File: src/rtl/button_debouncer.sv
// Push-button input conditioner: pin inversion, two-flop synchroniser and a
// saturating-count FSM that emits a clean level plus one-cycle rise/fall strobes.
module button_debouncer #(
    parameter int DEBOUNCE_CYCLES = 500000,
    parameter int CNT_WIDTH       = 20,
    parameter bit ACTIVE_LOW      = 1'b1
) (
    input  logic clk,
    input  logic rst,
    input  logic btn_raw,
    output logic level,
    output logic rise_pulse,
    output logic fall_pulse,
    output logic busy
);

    // state      | meaning
    // IDLE_LOW   | settled released, level = 0
    // WAIT_HIGH  | counting consecutive pressed samples
    // IDLE_HIGH  | settled pressed, level = 1
    // WAIT_LOW   | counting consecutive released samples
    localparam logic [1:0] IDLE_LOW  = 2'd0;
    localparam logic [1:0] WAIT_HIGH = 2'd1;
    localparam logic [1:0] IDLE_HIGH = 2'd2;
    localparam logic [1:0] WAIT_LOW  = 2'd3;

    localparam logic [CNT_WIDTH-1:0] CNT_LAST = CNT_WIDTH'(DEBOUNCE_CYCLES - 1);
    localparam logic [CNT_WIDTH-1:0] CNT_ONE  = CNT_WIDTH'(1);
    localparam logic [CNT_WIDTH-1:0] CNT_ZERO = '0;

    logic                 in_n;
    logic                 s1;
    logic                 s2;
    logic [1:0]           state;
    logic [CNT_WIDTH-1:0] count;

    assign in_n = btn_raw ^ ACTIVE_LOW;

    always_ff @(posedge clk) begin
        if (rst) begin
            s1 <= 1'b0;
            s2 <= 1'b0;
        end else begin
            s1 <= in_n;
            s2 <= s1;
        end
    end

    // Pulses default low every cycle so each strobe lasts exactly one clock.
    always_ff @(posedge clk) begin
        if (rst) begin
            state      <= IDLE_LOW;
            count      <= CNT_ZERO;
            level      <= 1'b0;
            rise_pulse <= 1'b0;
            fall_pulse <= 1'b0;
            busy       <= 1'b0;
        end else begin
            rise_pulse <= 1'b0;
            fall_pulse <= 1'b0;
            case (state)
                IDLE_LOW: begin
                    if (s2) begin
                        state <= WAIT_HIGH;
                        count <= CNT_ONE;
                        busy  <= 1'b1;
                    end
                end
                WAIT_HIGH: begin
                    if (!s2) begin
                        state <= IDLE_LOW;
                        count <= CNT_ZERO;
                        busy  <= 1'b0;
                    end else if (count == CNT_LAST) begin
                        state      <= IDLE_HIGH;
                        count      <= CNT_ZERO;
                        level      <= 1'b1;
                        rise_pulse <= 1'b1;
                        busy       <= 1'b0;
                    end else begin
                        count <= count + CNT_ONE;
                    end
                end
                IDLE_HIGH: begin
                    if (!s2) begin
                        state <= WAIT_LOW;
                        count <= CNT_ONE;
                        busy  <= 1'b1;
                    end
                end
                WAIT_LOW: begin
                    if (s2) begin
                        state <= IDLE_HIGH;
                        count <= CNT_ZERO;
                        busy  <= 1'b0;
                    end else if (count == CNT_LAST) begin
                        state      <= IDLE_LOW;
                        count      <= CNT_ZERO;
                        level      <= 1'b0;
                        fall_pulse <= 1'b1;
                        busy       <= 1'b0;
                    end else begin
                        count <= count + CNT_ONE;
                    end
                end
                default: begin
                    state <= IDLE_LOW;
                    count <= CNT_ZERO;
                    level <= 1'b0;
                    busy  <= 1'b0;
                end
            endcase
        end
    end

endmodule

File: config.mk
export PLATFORM = sky130hd
export DESIGN_NAME = button_debouncer
export DESIGN_NICKNAME = d
export VERILOG_FILES = /design/src/rtl/button_debouncer.sv
export SDC_FILE = /design/constraint.sdc
export NUM_CORES = 1
export LEC_CHECK = 0
export ABC_AREA = 0
export BUFFER_PORTS_ARGS = -buffer_cell sky130_fd_sc_hd__buf_2
export CAP_MARGIN = 15
export CORE_ASPECT_RATIO = 0.5
export CORE_MARGIN = 5
export CORE_UTILIZATION = 53
export CTS_BUF_LIST = sky130_fd_sc_hd__clkbuf_16
export DETAILED_ROUTE_END_ITERATION = 8
export PLACE_DENSITY = 0.73
export SYNTH_ARGS = -nofsm -noshare
export SYNTH_HDL_FRONTEND = slang
export SYNTH_SLANG_ARGS = --single-unit
export TNS_END_PERCENT = 100
File: constraint.sdc
create_clock -name clk -period 1.9 [get_ports clk]
set_input_delay 0.38 -clock clk [delete_from_list [all_inputs] [get_ports clk]]
set_output_delay 0.38 -clock clk [all_outputs]
set_load 0.01 [all_outputs]
==> results.cfg <==
[outcome]
status = finished with violations
violated_checks = setup timing

[floorplan]
floorplan.rows = 13
initial_utilization_pct = 54.83
dieArea_um2 = 3832
dieWidth_um = 82.69
top_level_ports = 7
floorplan.core_area_um2 = 2554
die_h_um = 46.35

[cts]
htree_levels = 1
cts_inserted_buffers = 3
cts_sinks = 28
cts_hold_repair.buffers = 0
cts.clk_slew.worst_paths_ps = 70
clock_latency_ps = 260
root_buffer = clkbuf_16
cts_tree = done
cts-root-to-sink-buffers = 2

[timing]
finalMaxSlewViolations = 0
period_minus_slack_ps = 1951
max-slew-margin-rel_pct = 75.69
final_min_period_over_clock_period_pct = 102.7
measured_slew_at_the_worst_slew_check_pin_ps = 362.0
unrepaired_setup_endpoints_after_global_routing = yes
final-hold-violation-count = 0
clock.fmax_ghz = 0.5125
setup_tns_ps = -175.9
setup_violations = 8
worst_slack_ps = -51.22
worst_clock_skew_ps = 5.110

[power]
vdd_ir_drop_max_mv = 0.6075
power.total_mw = 1.119
power.density_cell_area_nw_per_um2 = 612.3
static-leakage-power_nw = 0.6559

[setup_path]
critPathTopFamily = simple AND/OR/NAND/NOR gates
crit_arrival_ps = 2100
critical_path_depth = 6
endpoint_kind = flop
cp_data_required_time_ps = 2050
timing.reg2reg.worst_path_depth = 6
crit_path_max_fanout = 6
r2r_setup_slack_ps = -50
worst_path_largest_cell_delay_ps = 560
critical-path-slowest-cell = or4bb_4
cp_cell_sequence = or4bb_4 > nor4_4 > buf_4 > nand2_4 > a31oi_1 > a21oi_1
crit_type = flop to flop
critical_path.n_buffers_inverters = 1
critPathLaunchType = flop

[flow_run]
timing.max_cap.violations = 0

[finish]
utilization_pct = 71.58
layout-drive-gt1-share_pct = 32.12
areaGrowthSynthToFinish_pct = 30.56
n_antenna_cell = 0
num-fill-cells = 199
final_cell_mix = 26 x dfxtp_1, 20 x buf_4, 15 x nand2_1
final_common_cell = dfxtp_1
finalNetCount = 199

[grt]
grtUsageTotal_pct = 19.11
grt_pass1_vias = 1185
grt_max_degree = 15
antenna_violations_before_repair = 0
grt_first_pass_wirelength_mm = 5.526
globalRoute.totalOverflow = 0

[drt]
drcViolationCount = 0
first_pass_iters = 4
drt_iter0_drc = 101
wl_per_cell_um = 14.83
total_number_of_vias = 1370
via_per_inst = 5.957
drt.antenna.violating_nets = 0
detail_route.wirelength_mm = 3.411

[synthesis]
netlist_area_um2 = 1400
postSynth.topFlopCell = dfxtp_1
synth_seq_area_share_pct = 40.04
ys_warn_count = 0
syn-mean-instance-area_um2 = 8.334
async_reset_ff_share_pct = 0
netlist_instances = 168
synth-edff-count = 0
synth_cell_type_count = 39
syn-num-nets = 172
synth_seq_cells = 28

[place]
numPortBuffers = 6
post-dp-hpwl_mm = 2.310
gp_weighted_congestion = 0.8420

[hold_path]
worstHoldPathType = primary input to flop
worst_hold_path.num_cells = 2
[path summary, 6_finish.rpt]
check	start	end
max	count[7]	count[8]
min	btn_raw	s1
max reg2reg	count[7]	count[8]
min reg2reg	s1	s2
[per-stage QoR]
stage	instances	worst slack [ps]	hold slack [ps]	area (um2)
after global placement	227	-2.820	422.9	1608
final	230	-51.22	267.4	1828
after detailed placement	227	-47.89	437.7	1608
after global routing	230	-99.44	279.3	1828
after floorplan	168	5.319	413.8	1400
after CTS	230	-5.495	265.5	1712
[logic make-up after synthesis]
| logic type | count (synthesis) | share of synthesized area, % |
|---|---|---|
| compound gates | 45 | 19.48 |
| flops | 28 | 40.04 |
| xor+xnor | 4 | 2.503 |
| fa+ha+maj | 1 | 0.8935 |
| simple gates | 76 | 31.10 |
| buf+inv | 12 | 4.558 |
| mux | 2 | 1.430 |
[state kept, by name (all words and copies together) (netlist names), named ones only]
register	flops
busy	1
count	20
fall_pulse	1
level	1
rise_pulse	1
s1	1
s2	1
state	1
[report_power, final]
group	switching (mW)	internal (mW)
Clock	0.186	0.279
Sequential	0.00595	0.594
Combinational	0.0328	0.0218
[repair_timing]
item	in CTS	in global routing
gates resized for setup	6	29
buffers inserted	0	0
pin swaps	6	14
setup endpoints to repair	13	21
cloned	0	0
[per-layer routing]
metal | wire length [um] | global-route usage, % | vias to the layer above
li1 | - | - | 676
met2 | 1637 | 30.73 | 24
met3 | 111 | 4.688 | 4
met1 | 1635 | 26.77 | 666
met5 | 0 | 0 | -
met4 | 27 | 2.606 | 0
[cell usage after synthesis (3+ instances only)]
library cell | count | share of area [%]
nand4_1 | 7 | 3.1
a41oi_1 | 3 | 1.9
a21oi_1 | 16 | 5.7
and2_1 | 3 | 1.3
nor4_1 | 4 | 1.8
o21ai_0 | 9 | 3.2
clkbuf_1 | 5 | 1.3
nand2_1 | 17 | 4.6
xor2_1 | 3 | 1.9
nor3_1 | 3 | 1.1
nand2b_1 | 3 | 1.3
nand3_1 | 15 | 5.4
dfxtp_1 | 28 | 40
or3_1 | 3 | 1.3
and3_1 | 3 | 1.3
a31oi_1 | 9 | 4.0
nor2_1 | 8 | 2.1
inv_1 | 4 | 1.1
[area by class of cell]
type / instances / area (um2) / area share, %
Inverter: 4 / 15.01 / 0.8214
Multi-Input combinational cell: 128 / 903.4 / 49.42
Tap cell: 37 / 46.29 / 2.533
Timing Repair Buffer: 30 / 225.2 / 12.32
Clock buffer: 3 / 75.07 / 4.107
Sequential cell: 28 / 563.0 / 30.80
Note: power is estimated with default switching activity, not from simulation.
